## src/rtl/vol_pkg.sv

```systemverilog
// Shared constants, FSM encoding and the attenuation step helper for vol_adjust.
package vol_pkg;

    localparam logic [7:0] VOL_STEP    = 8'h10;
    localparam logic [7:0] VOL_ATT_MIN = 8'h00;
    localparam logic [7:0] VOL_ATT_MAX = 8'hF0;

    typedef enum logic [1:0] {
        S_IDLE = 2'd0,
        S_REQ  = 2'd1,
        S_DONE = 2'd2
    } vol_state_e;

    // Saturating one-step move; up means louder (less attenuation).
    function automatic logic [7:0] att_next(input logic [7:0] att, input logic up,
                                            input logic down);
        logic [7:0] res;
        res = att;
        if (up && !down) begin
            res = (att == VOL_ATT_MIN) ? att : att - VOL_STEP;
        end else if (down && !up) begin
            res = (att == VOL_ATT_MAX) ? att : att + VOL_STEP;
        end
        return res;
    endfunction

endpackage

```

## src/rtl/btn_debounce.sv

```systemverilog
// Synchronises, debounces and edge-detects one raw button, with hold-to-repeat events.
module btn_debounce
    import vol_pkg::*;
#(
    parameter int unsigned DEBOUNCE_CYC = 1_000_000,
    parameter int unsigned REPEAT_CYC   = 25_000_000
) (
    input  logic CLK,
    input  logic RST,
    input  logic btn_raw,
    output logic level,
    output logic evt
);

    localparam int unsigned DbW = (DEBOUNCE_CYC > 1) ? $clog2(DEBOUNCE_CYC) : 1;
    localparam int unsigned RpW = (REPEAT_CYC > 1) ? $clog2(REPEAT_CYC) : 1;
    localparam logic [DbW-1:0] DbLast = DbW'(DEBOUNCE_CYC - 1);
    localparam logic [RpW-1:0] RpLast = RpW'(REPEAT_CYC - 1);

    logic [1:0]     sync_q;
    logic           level_q, level_d;
    logic           evt_q, evt_d;
    logic [DbW-1:0] db_cnt_q, db_cnt_d;
    logic [RpW-1:0] rpt_cnt_q, rpt_cnt_d;
    logic           synced;

    assign synced = sync_q[1];

    always_ff @(posedge CLK) begin
        if (RST) begin
            sync_q    <= 2'b00;
            level_q   <= 1'b0;
            evt_q     <= 1'b0;
            db_cnt_q  <= '0;
            rpt_cnt_q <= '0;
        end else begin
            sync_q    <= {sync_q[0], btn_raw};
            level_q   <= level_d;
            evt_q     <= evt_d;
            db_cnt_q  <= db_cnt_d;
            rpt_cnt_q <= rpt_cnt_d;
        end
    end

    always_comb begin
        level_d  = level_q;
        db_cnt_d = '0;
        // Level flips on the DEBOUNCE_CYC-th consecutive cycle of disagreement.
        if (synced != level_q) begin
            if (db_cnt_q == DbLast) begin
                level_d = synced;
            end else begin
                db_cnt_d = db_cnt_q + 1'b1;
            end
        end
    end

    always_comb begin
        evt_d     = 1'b0;
        rpt_cnt_d = '0;
        if (level_d && !level_q) begin
            evt_d = 1'b1;
        end else if (level_d && level_q) begin
            if (rpt_cnt_q == RpLast) begin
                evt_d = 1'b1;
            end else begin
                rpt_cnt_d = rpt_cnt_q + 1'b1;
            end
        end
    end

    assign level = level_q;
    assign evt   = evt_q;

endmodule

```

## src/rtl/vol_adjust.sv

```systemverilog
// Volume button front end: arbitrates button events into an attenuation value and
// offers each new {att,att} SCI_VOL word to the SCI writer over a req/ack handshake.
module vol_adjust
    import vol_pkg::*;
#(
    parameter int unsigned DEBOUNCE_CYC = 1_000_000,
    parameter int unsigned REPEAT_CYC   = 25_000_000,
    parameter logic [7:0]  VOL_INIT     = 8'h40
) (
    input  logic        CLK,
    input  logic        RST,
    input  logic        btn_up,
    input  logic        btn_down,
    output logic [15:0] vol,
    output logic        vol_wr_req,
    input  logic        vol_wr_ack
);

    logic up_lvl, up_evt, dn_lvl, dn_evt;
    logic up_go, dn_go;

    vol_state_e  state_q, state_d;
    logic [7:0]  att_q, att_d;
    logic [15:0] vol_q, vol_d;
    logic        req_q, req_d;

    btn_debounce #(
        .DEBOUNCE_CYC(DEBOUNCE_CYC),
        .REPEAT_CYC  (REPEAT_CYC)
    ) u_btn_up (
        .CLK    (CLK),
        .RST    (RST),
        .btn_raw(btn_up),
        .level  (up_lvl),
        .evt    (up_evt)
    );

    btn_debounce #(
        .DEBOUNCE_CYC(DEBOUNCE_CYC),
        .REPEAT_CYC  (REPEAT_CYC)
    ) u_btn_down (
        .CLK    (CLK),
        .RST    (RST),
        .btn_raw(btn_down),
        .level  (dn_lvl),
        .evt    (dn_evt)
    );

    // Both held suppresses everything; coincident pulses cancel.
    assign up_go = up_evt && !dn_evt && !(up_lvl && dn_lvl);
    assign dn_go = dn_evt && !up_evt && !(up_lvl && dn_lvl);
    assign att_d = att_next(att_q, up_go, dn_go);

    always_ff @(posedge CLK) begin
        if (RST) begin
            state_q <= S_REQ;
            att_q   <= VOL_INIT;
            vol_q   <= {VOL_INIT, VOL_INIT};
            req_q   <= 1'b0;
        end else begin
            state_q <= state_d;
            att_q   <= att_d;
            vol_q   <= vol_d;
            req_q   <= req_d;
        end
    end

    always_comb begin
        state_d = state_q;
        vol_d   = vol_q;
        req_d   = req_q;
        unique case (state_q)
            S_IDLE: begin
                req_d = 1'b0;
                if (att_q != vol_q[7:0]) begin
                    vol_d   = {att_q, att_q};
                    req_d   = 1'b1;
                    state_d = S_REQ;
                end
            end
            S_REQ: begin
                // req_q is low only on the first cycle after reset; no ack is owed yet.
                req_d = 1'b1;
                if (vol_wr_ack && req_q) begin
                    req_d   = 1'b0;
                    state_d = S_DONE;
                end
            end
            S_DONE: begin
                req_d   = 1'b0;
                state_d = S_IDLE;
            end
            default: begin
                req_d   = 1'b0;
                state_d = S_IDLE;
            end
        endcase
    end

    assign vol        = vol_q;
    assign vol_wr_req = req_q;

endmodule

```

## config.mk

```make
export PLATFORM = sky130hd
export DESIGN_NAME = vol_adjust
export DESIGN_NICKNAME = d
export VERILOG_FILES = /design/src/rtl/vol_pkg.sv /design/src/rtl/btn_debounce.sv /design/src/rtl/vol_adjust.sv
export SDC_FILE = /design/constraint.sdc
export NUM_CORES = 1
export LEC_CHECK = 0
export ABC_CLOCK_PERIOD_IN_PS = 2800
export CAP_MARGIN = 20
export CORE_MARGIN = 2
export CORE_UTILIZATION = 45
export CTS_BUF_LIST = sky130_fd_sc_hd__clkbuf_8
export DETAILED_ROUTE_END_ITERATION = 16
export GPL_TIMING_DRIVEN = 0
export PLACE_DENSITY = 0.64
export RECOVER_POWER = 25
export SKIP_LAST_GASP = 1
export SLEW_MARGIN = 40
export SYNTH_ARGS = -nofsm -noshare
export SYNTH_HDL_FRONTEND = slang
export SYNTH_SLANG_ARGS = --single-unit
```

## constraint.sdc

```tcl
create_clock -name CLK -period 2.8 [get_ports CLK]
set_input_delay 0.56 -clock CLK [delete_from_list [all_inputs] [get_ports CLK]]
set_output_delay 0.56 -clock CLK [all_outputs]
set_load 0.01 [all_outputs]
```

---- Word level (Yosys, flattened, before mapping) ----
Cells that the tools add are included.
word-level totals
  register bits after elaboration ......... 125
  output and inout port bits .............. 17
operators by class
  $add $sub $neg .......................... 6
  eq/ne operators ......................... 13
  multiplexer cells ....................... 20
  bitwise gates (word level) .............. 4
  reduce and logical (&&, ||, !) cells .... 29
operators with widths
  kind                                                  number
  adder 25 x 1 -> 25 bit (second input constant)        2
  equality test 25 bit (second input constant)          2
  adder 20 x 1 -> 20 bit (second input constant)        2
  equality test 20 bit (second input constant)          2
  two-way mux 8 bit                                     4
  logical AND 1 bit                                     12
  two-way mux 1 bit                                     12
  adder 8 x 5 -> 8 bit (second input constant)          1
  equality test 8 bit (second input constant)           1
  logical NOT 8 bit                                     1
  != test 2 bit (second input constant)                 4
  != test 8 bit                                         1
  OR reduction 4 bit                                    2
  subtractor 8 x 5 -> 8 bit (second input constant)     1
  logical NOT 1 bit                                     7
  OR reduction 3 bit                                    2
  two-way mux 2 bit                                     2
  inverter 1 bit                                        4
  one-hot mux 2 bit (2 select lines)                    1
  AND reduction 2 bit                                   2
  AND reduction 3 bit                                   1
  equality test 2 x 1 -> 1 bit (second input constant)  1
  logical NOT 2 bit                                     1
  != test 1 bit                                         2
  2 further kinds                                       2

---- Logic depth before layout (Yosys ltp) ----
  word-level depth ........................ 7
  gate-level depth with buffers ........... 9
  mapped depth without buffers ............ 9

---- By module ----
From an unflattened synthesis, not the netlist that was laid out.
second synthesis, totals
  cell total of the unflattened synthesis .. 597
  area, all modules ....................... 5,281.3 sq um
modules (own cells, without submodules)
  module                      instances  cells each  area each (sq um)  sequential area each (sq um)
  btn_debounce at u_btn_up    1          258         2,293.4            980.9
  btn_debounce at u_btn_down  1          255         2,257.2            980.9
  vol_adjust                  1          84          730.7              220.2

---- Least setup slack after synthesis ----
Ideal clock, no wire load.
  path type ............................... reg-to-reg
  start ................................... register u_btn_up.level_q, in the netlist u_btn_up.level
  end ..................................... register att_q[7]
  data arrival time ....................... 2.112 ns
  required time ........................... 2.679 ns
  setup slack ............................. 0.567 ns
  stages on the path, launching flop included .. 8
  clock period less this slack ............ 2.233 ns
  cells stage by stage .................... dfxtp_1 > nand2_1 > and3b_1 > ha_1 > nor3b_1 > a221oi_1 > a21boi_0 > mux2_2
between the ends
  longest elaborated chain between the ends .. 7
  elaborated cells between the ends (all ways) .. 13
  those cells by class .................... eq/ne: 2; mux: 1; reduce/logical: 10
RTL lines
  item                                                                  RTL line                            source
  from (decl)                                                           btn_debounce.sv:21                  logic level_q, level_d;
  from (signal assigned)                                                btn_debounce.sv:38                  level_q <= level_d;
  logical AND 1 bit *                                                   vol_adjust.sv:50, vol_adjust.sv:51
  logical NOT 1 bit *                                                   vol_adjust.sv:50, vol_adjust.sv:51
  logical AND 1 bit (on tied branches)                                  vol_adjust.sv:51, vol_adjust.sv:50
  logical NOT 1 bit (on tied branches)                                  vol_pkg.sv:19, vol_pkg.sv:21
  logical AND 1 bit (on tied branches)                                  vol_pkg.sv:19, vol_pkg.sv:21
  != test 2 bit (no source line) or nonzero test 2 bit (tied branches)  n/a
  AND reduction 3 bit (no source line)                                  n/a
  to (signal assigned)                                                  vol_adjust.sv:62                    att_q <= att_d;
  to (decl)                                                             vol_adjust.sv:23                    logic [7:0] att_q, att_d;
Mark *: on every way between the ends. The rest lies on a longest branch, timed or not.
A chain may end at the register's enable or synchronous reset.

---- Worst setup path in the final report ----
  start ................................... register u_btn_up.db_cnt_q[0]
  end ..................................... register u_btn_up.rpt_cnt_q[2]
between the ends
  longest elaborated chain between the ends .. 6
  elaborated cells between the ends (all ways) .. 7
  those cells by class .................... eq/ne: 1; mux: 2; bitwise: 1; reduce/logical: 3
RTL lines
  item                                   RTL line            source
  from (decl)                            btn_debounce.sv:23  logic [DbW-1:0] db_cnt_q, db_cnt_d;
  from (signal assigned)                 btn_debounce.sv:40  db_cnt_q <= db_cnt_d;
  equality test 20 bit *                 btn_debounce.sv:50  if (db_cnt_q == DbLast) begin
  two-way mux 1 bit *                    btn_debounce.sv:50
  two-way mux 1 bit *                    btn_debounce.sv:49  if (synced != level_q) begin
  logical AND 1 bit                      btn_debounce.sv:63  end else if (level_d && level_q) begin
  inverter 1 bit (no source line)        n/a
  OR reduction 4 bit (no source line) *  n/a
  to (signal assigned)                   btn_debounce.sv:41  rpt_cnt_q <= rpt_cnt_d;
  to (decl)                              btn_debounce.sv:24  logic [RpW-1:0] rpt_cnt_q, rpt_cnt_d;
Marked as above.

==> impl_metrics.env <==
export IMPL_leakagePower_uw=0.001717
export IMPL_antenna_found_initial=0
export IMPL_maxCapViolCount=0
export IMPL_clock_skew_ns=0.008548
export IMPL_io_pin_count=22
export IMPL_rows=39
export IMPL_status="completed"
export IMPL_async_flop_share_pct=0
export IMPL_critPathRequiredTime_ns=3.05
export IMPL_crit_fanout=10
export IMPL_dieHeight_um=111.9
export IMPL_period_share_pct=90.73
export IMPL_fmax_mhz=393.6
export IMPL_io_buffers=13
export IMPL_crit_top_cell="clkbuf_1"
export IMPL_fin_ws_ns=0.2595
export IMPL_synth_seq_cells=109
export IMPL_hold_violations=0
export IMPL_grt_busiest_layer="met2"
export IMPL_cts_sinks=109
export IMPL_synth_edf_count=0
export IMPL_relSlewSlack_pct=44.36
export IMPL_rsz0062_at_grt="false"
export IMPL_numCtsBuffers=9
export IMPL_critPathLaunchType="flop"
export IMPL_r2r_slack_ns=0.26
export IMPL_cp_top_family="buffers and inverters"
export IMPL_path_cells="ha_1 -> and4_1 -> clkbuf_1 -> nand4_1 -> o31ai_4 -> clkbuf_1 -> nor3_1"
export IMPL_vias=4342
export IMPL_core_sq_um=11370
export IMPL_netlist_area_sq_um=5235
export IMPL_diodes=0
export IMPL_fin_crit_ns=2.540
export IMPL_path_class="flop to flop"
export IMPL_grt_pass1_vias=4059
export IMPL_synth_most_common_cell="dfxtp_1"
export IMPL_crit_path_max_incr_delay_ns=0.50
export IMPL_gr_usage_met2_pct=27.19
export IMPL_htreeDepth=3
export IMPL_crit_slowest_cell="o31ai_4"
export IMPL_use_met1_pct=23.73
export IMPL_crit_buf_inv=2
export IMPL_drt_initial_drc_count=152
export IMPL_cts_tree="done"
export IMPL_synth_area_leader_cell="dfxtp_1"
export IMPL_synth_area_leaders="dfxtp_1, xnor2_1, xor2_1"
export IMPL_dpl_cell_count=758
export IMPL_firstDrtPassIters=5
export IMPL_ys_seq_area_share_pct=41.68
export IMPL_instances_no_fill=773
export IMPL_endpoint_kind="flop"
export IMPL_drc=0
export IMPL_hold_path_class="flop to flop"
export IMPL_ant_nets=0
export IMPL_tns_ns=0
export IMPL_drive_gt1_share_pct=6.825
export IMPL_clk_latency_ns=0.37
export IMPL_synth_cells=595
export IMPL_ir_worst_vdd_mv=0.2623
export IMPL_root_buffer="clkbuf_8"
export IMPL_postPlaceCellArea_sq_um=5570
export IMPL_routabilityCongestion=0.8673
export IMPL_place_ws_ns=0.1325
export IMPL_hpwl_um=7298
export IMPL_ctsLongestPathBuffers=2
export IMPL_gr_usage_met3_pct=2.776
export IMPL_yosys_top_cells_count="dfxtp_1, nor2_1, nand2_1"
export IMPL_syn2layout_area_growth_pct=9.967
export IMPL_postCtsSetupRepairBufs=0
export IMPL_setup_viol=0
export IMPL_synth_ff_type="dfxtp_1"
export IMPL_slew_violations=0
export IMPL_nets=638
export IMPL_drt_wirelength_per_cell_um=13.31
export IMPL_synth_avg_cell_area_sq_um=8.798
export IMPL_grt_util_all_layers_pct=17.31
export IMPL_die_x_um=111.9
export IMPL_synth_top_area_share_pct=41.68
export IMPL_path_clk_slew_ns=0.09
export IMPL_final_cell_area_sq_um=5757
export IMPL_ys_warn_count=0
export IMPL_tightest_slew_ns=0.8275
export IMPL_cp_arrival_ns=2.79
export IMPL_yosysUniqueCellTypes=57
export IMPL_grt_overflow_total=0
export IMPL_grt_max_degree=16
export IMPL_initial_core_util_pct=46.04
export IMPL_grt_first_pass_wirelength_um=18310
export IMPL_die_area_sq_um=12510
export IMPL_totalWireLength_um=10290
export IMPL_via_per_inst=5.617
export IMPL_powerDensity_nw_per_um2=439.6
## what timing repair did
| action | CTS | global route |
|---|---|---|
| gates resized for setup | 0 | 1 |
| setup endpoints to repair | 0 | 20 |
| hold buffers | 0 | 0 |
## path summary, 6_finish.rpt
kind                                           start                     to  cells after the start
worst max-delay path            u_btn_up.db_cnt_q[0]  u_btn_up.rpt_cnt_q[2]                      7
worst min-delay path              u_btn_up.sync_q[0]     u_btn_up.sync_q[1]                      1
worst max register to register  u_btn_up.db_cnt_q[0]  u_btn_up.rpt_cnt_q[2]                      7
worst min register to register    u_btn_up.sync_q[0]     u_btn_up.sync_q[1]                      1
## kinds of logic (layout without fill, tap and decap cells)
logic type | Yosys count | count (layout) | share of synthesized area, %
muxes | 2 | 2 | 0.4063
and+or+nand+nor | 270 | 270 | 29.13
xor gates and xnor gates | 59 | 59 | 9.871
DFF | 109 | 109 | 41.68
AOI/OAI and AO/OA | 93 | 93 | 12.21
other | 1 | 8 | 0.07163
buffers and inverters | 54 | 82 | 4.947
adders and majority gates | 7 | 7 | 1.673
## metrics by stage
step | utilization, % | power (uW) | hold WS [ns]
final | 50.63 | 2530 | 0.4517
after global routing | 50.63 | 2634 | 0.4693
after CTS | 50.56 | 2566 | 0.4561
after detailed placement | 48.99 | 1688 | 0.4354
after global placement | 48.99 | 1688 | 0.4266
after floorplan | - | 1657 | 0.4138
## metal layers
layer  vias to the layer above  part of all wire [%]  routed length, um
li1                       2223                     -                  -
met1                      2024                    50               5124
met2                        82                    46               4693
met4                         0                   1.4                147
met3                        13                   3.2                328
met5                         -                     0                  0
## area by class of cell
type                            instances  area, sq um
Tap cell                              143        178.9
Inverter                               20        75.07
Multi-Input combinational cell        439         2829
Fill cell                            1082         5613
Timing Repair Buffer                   13        130.1
Buffer                                 34        183.9
Clock buffer                           12        165.2
Clock inverter                          3        12.51
Sequential cell                       109         2182
## registers in the layout, summed over array words and instances, names as in the netlist
register / count
u_btn_down.db_cnt_q: 20
u_btn_up.level: 1
vol_wr_req: 1
u_btn_up.sync_q: 2
state_q: 2
vol: 4
u_btn_up.rpt_cnt_q: 25
u_btn_down.level: 1
att_q: 4
u_btn_up.evt: 1
u_btn_up.db_cnt_q: 20
u_btn_down.sync_q: 2
u_btn_down.evt: 1
u_btn_down.rpt_cnt_q: 25
## layout by cell type, fill, tap and decap left out, types with 3 or more instances in the layout
cell type | netlist | routed
dfxtp_1 | 109 | 109
nor2_1 | 42 | 42
nand2_1 | 40 | 40
nor3_1 | 33 | 33
xnor2_1 | 31 | 31
nand3_1 | 30 | 30
xor2_1 | 28 | 28
o21ai_0 | 25 | 25
nand4_1 | 25 | 25
inv_1 | 19 | 21
a211oi_1 | 21 | 21
or3_1 | 19 | 19
clkbuf_1 | 18 | 18
a21oi_1 | 16 | 16
and4_1 | 13 | 13
or4_1 | 13 | 13
o31ai_1 | 12 | 12
buf_4 | 12 | 12
clkbuf_8 | 0 | 12
nor4_1 | 11 | 11
dlygate4sd3_1 | 0 | 10
and3_1 | 8 | 8
conb_1 | 1 | 8
ha_1 | 7 | 7
and2_1 | 6 | 6
nor2b_1 | 6 | 6
nor4b_1 | 4 | 4
nand3b_1 | 3 | 3
nor4bb_1 | 3 | 3
buf_2 | 3 | 3
a31o_2 | 3 | 3
nor3b_1 | 3 | 3
clkdlybuf4s50_1 | 0 | 3
## worst reg2reg max path: stages, from the launching register on
cell and delay, ns:
dfxtp_1 0.38, ha_1 0.21, and4_1 0.19, clkbuf_1 0.29, nand4_1 0.30, o31ai_4 0.50
clkbuf_1 0.42, nor3_1 0.12
## power breakdown
part           internal, uW  leakage (uW)  switching [uW]  total (uW)
clock                   385      0.000101             496         881
combinational          34.4      0.000736            45.4        79.8
sequential             1560      0.000879            10.8        1570
Note: power is estimated with default switching activity, not from simulation.
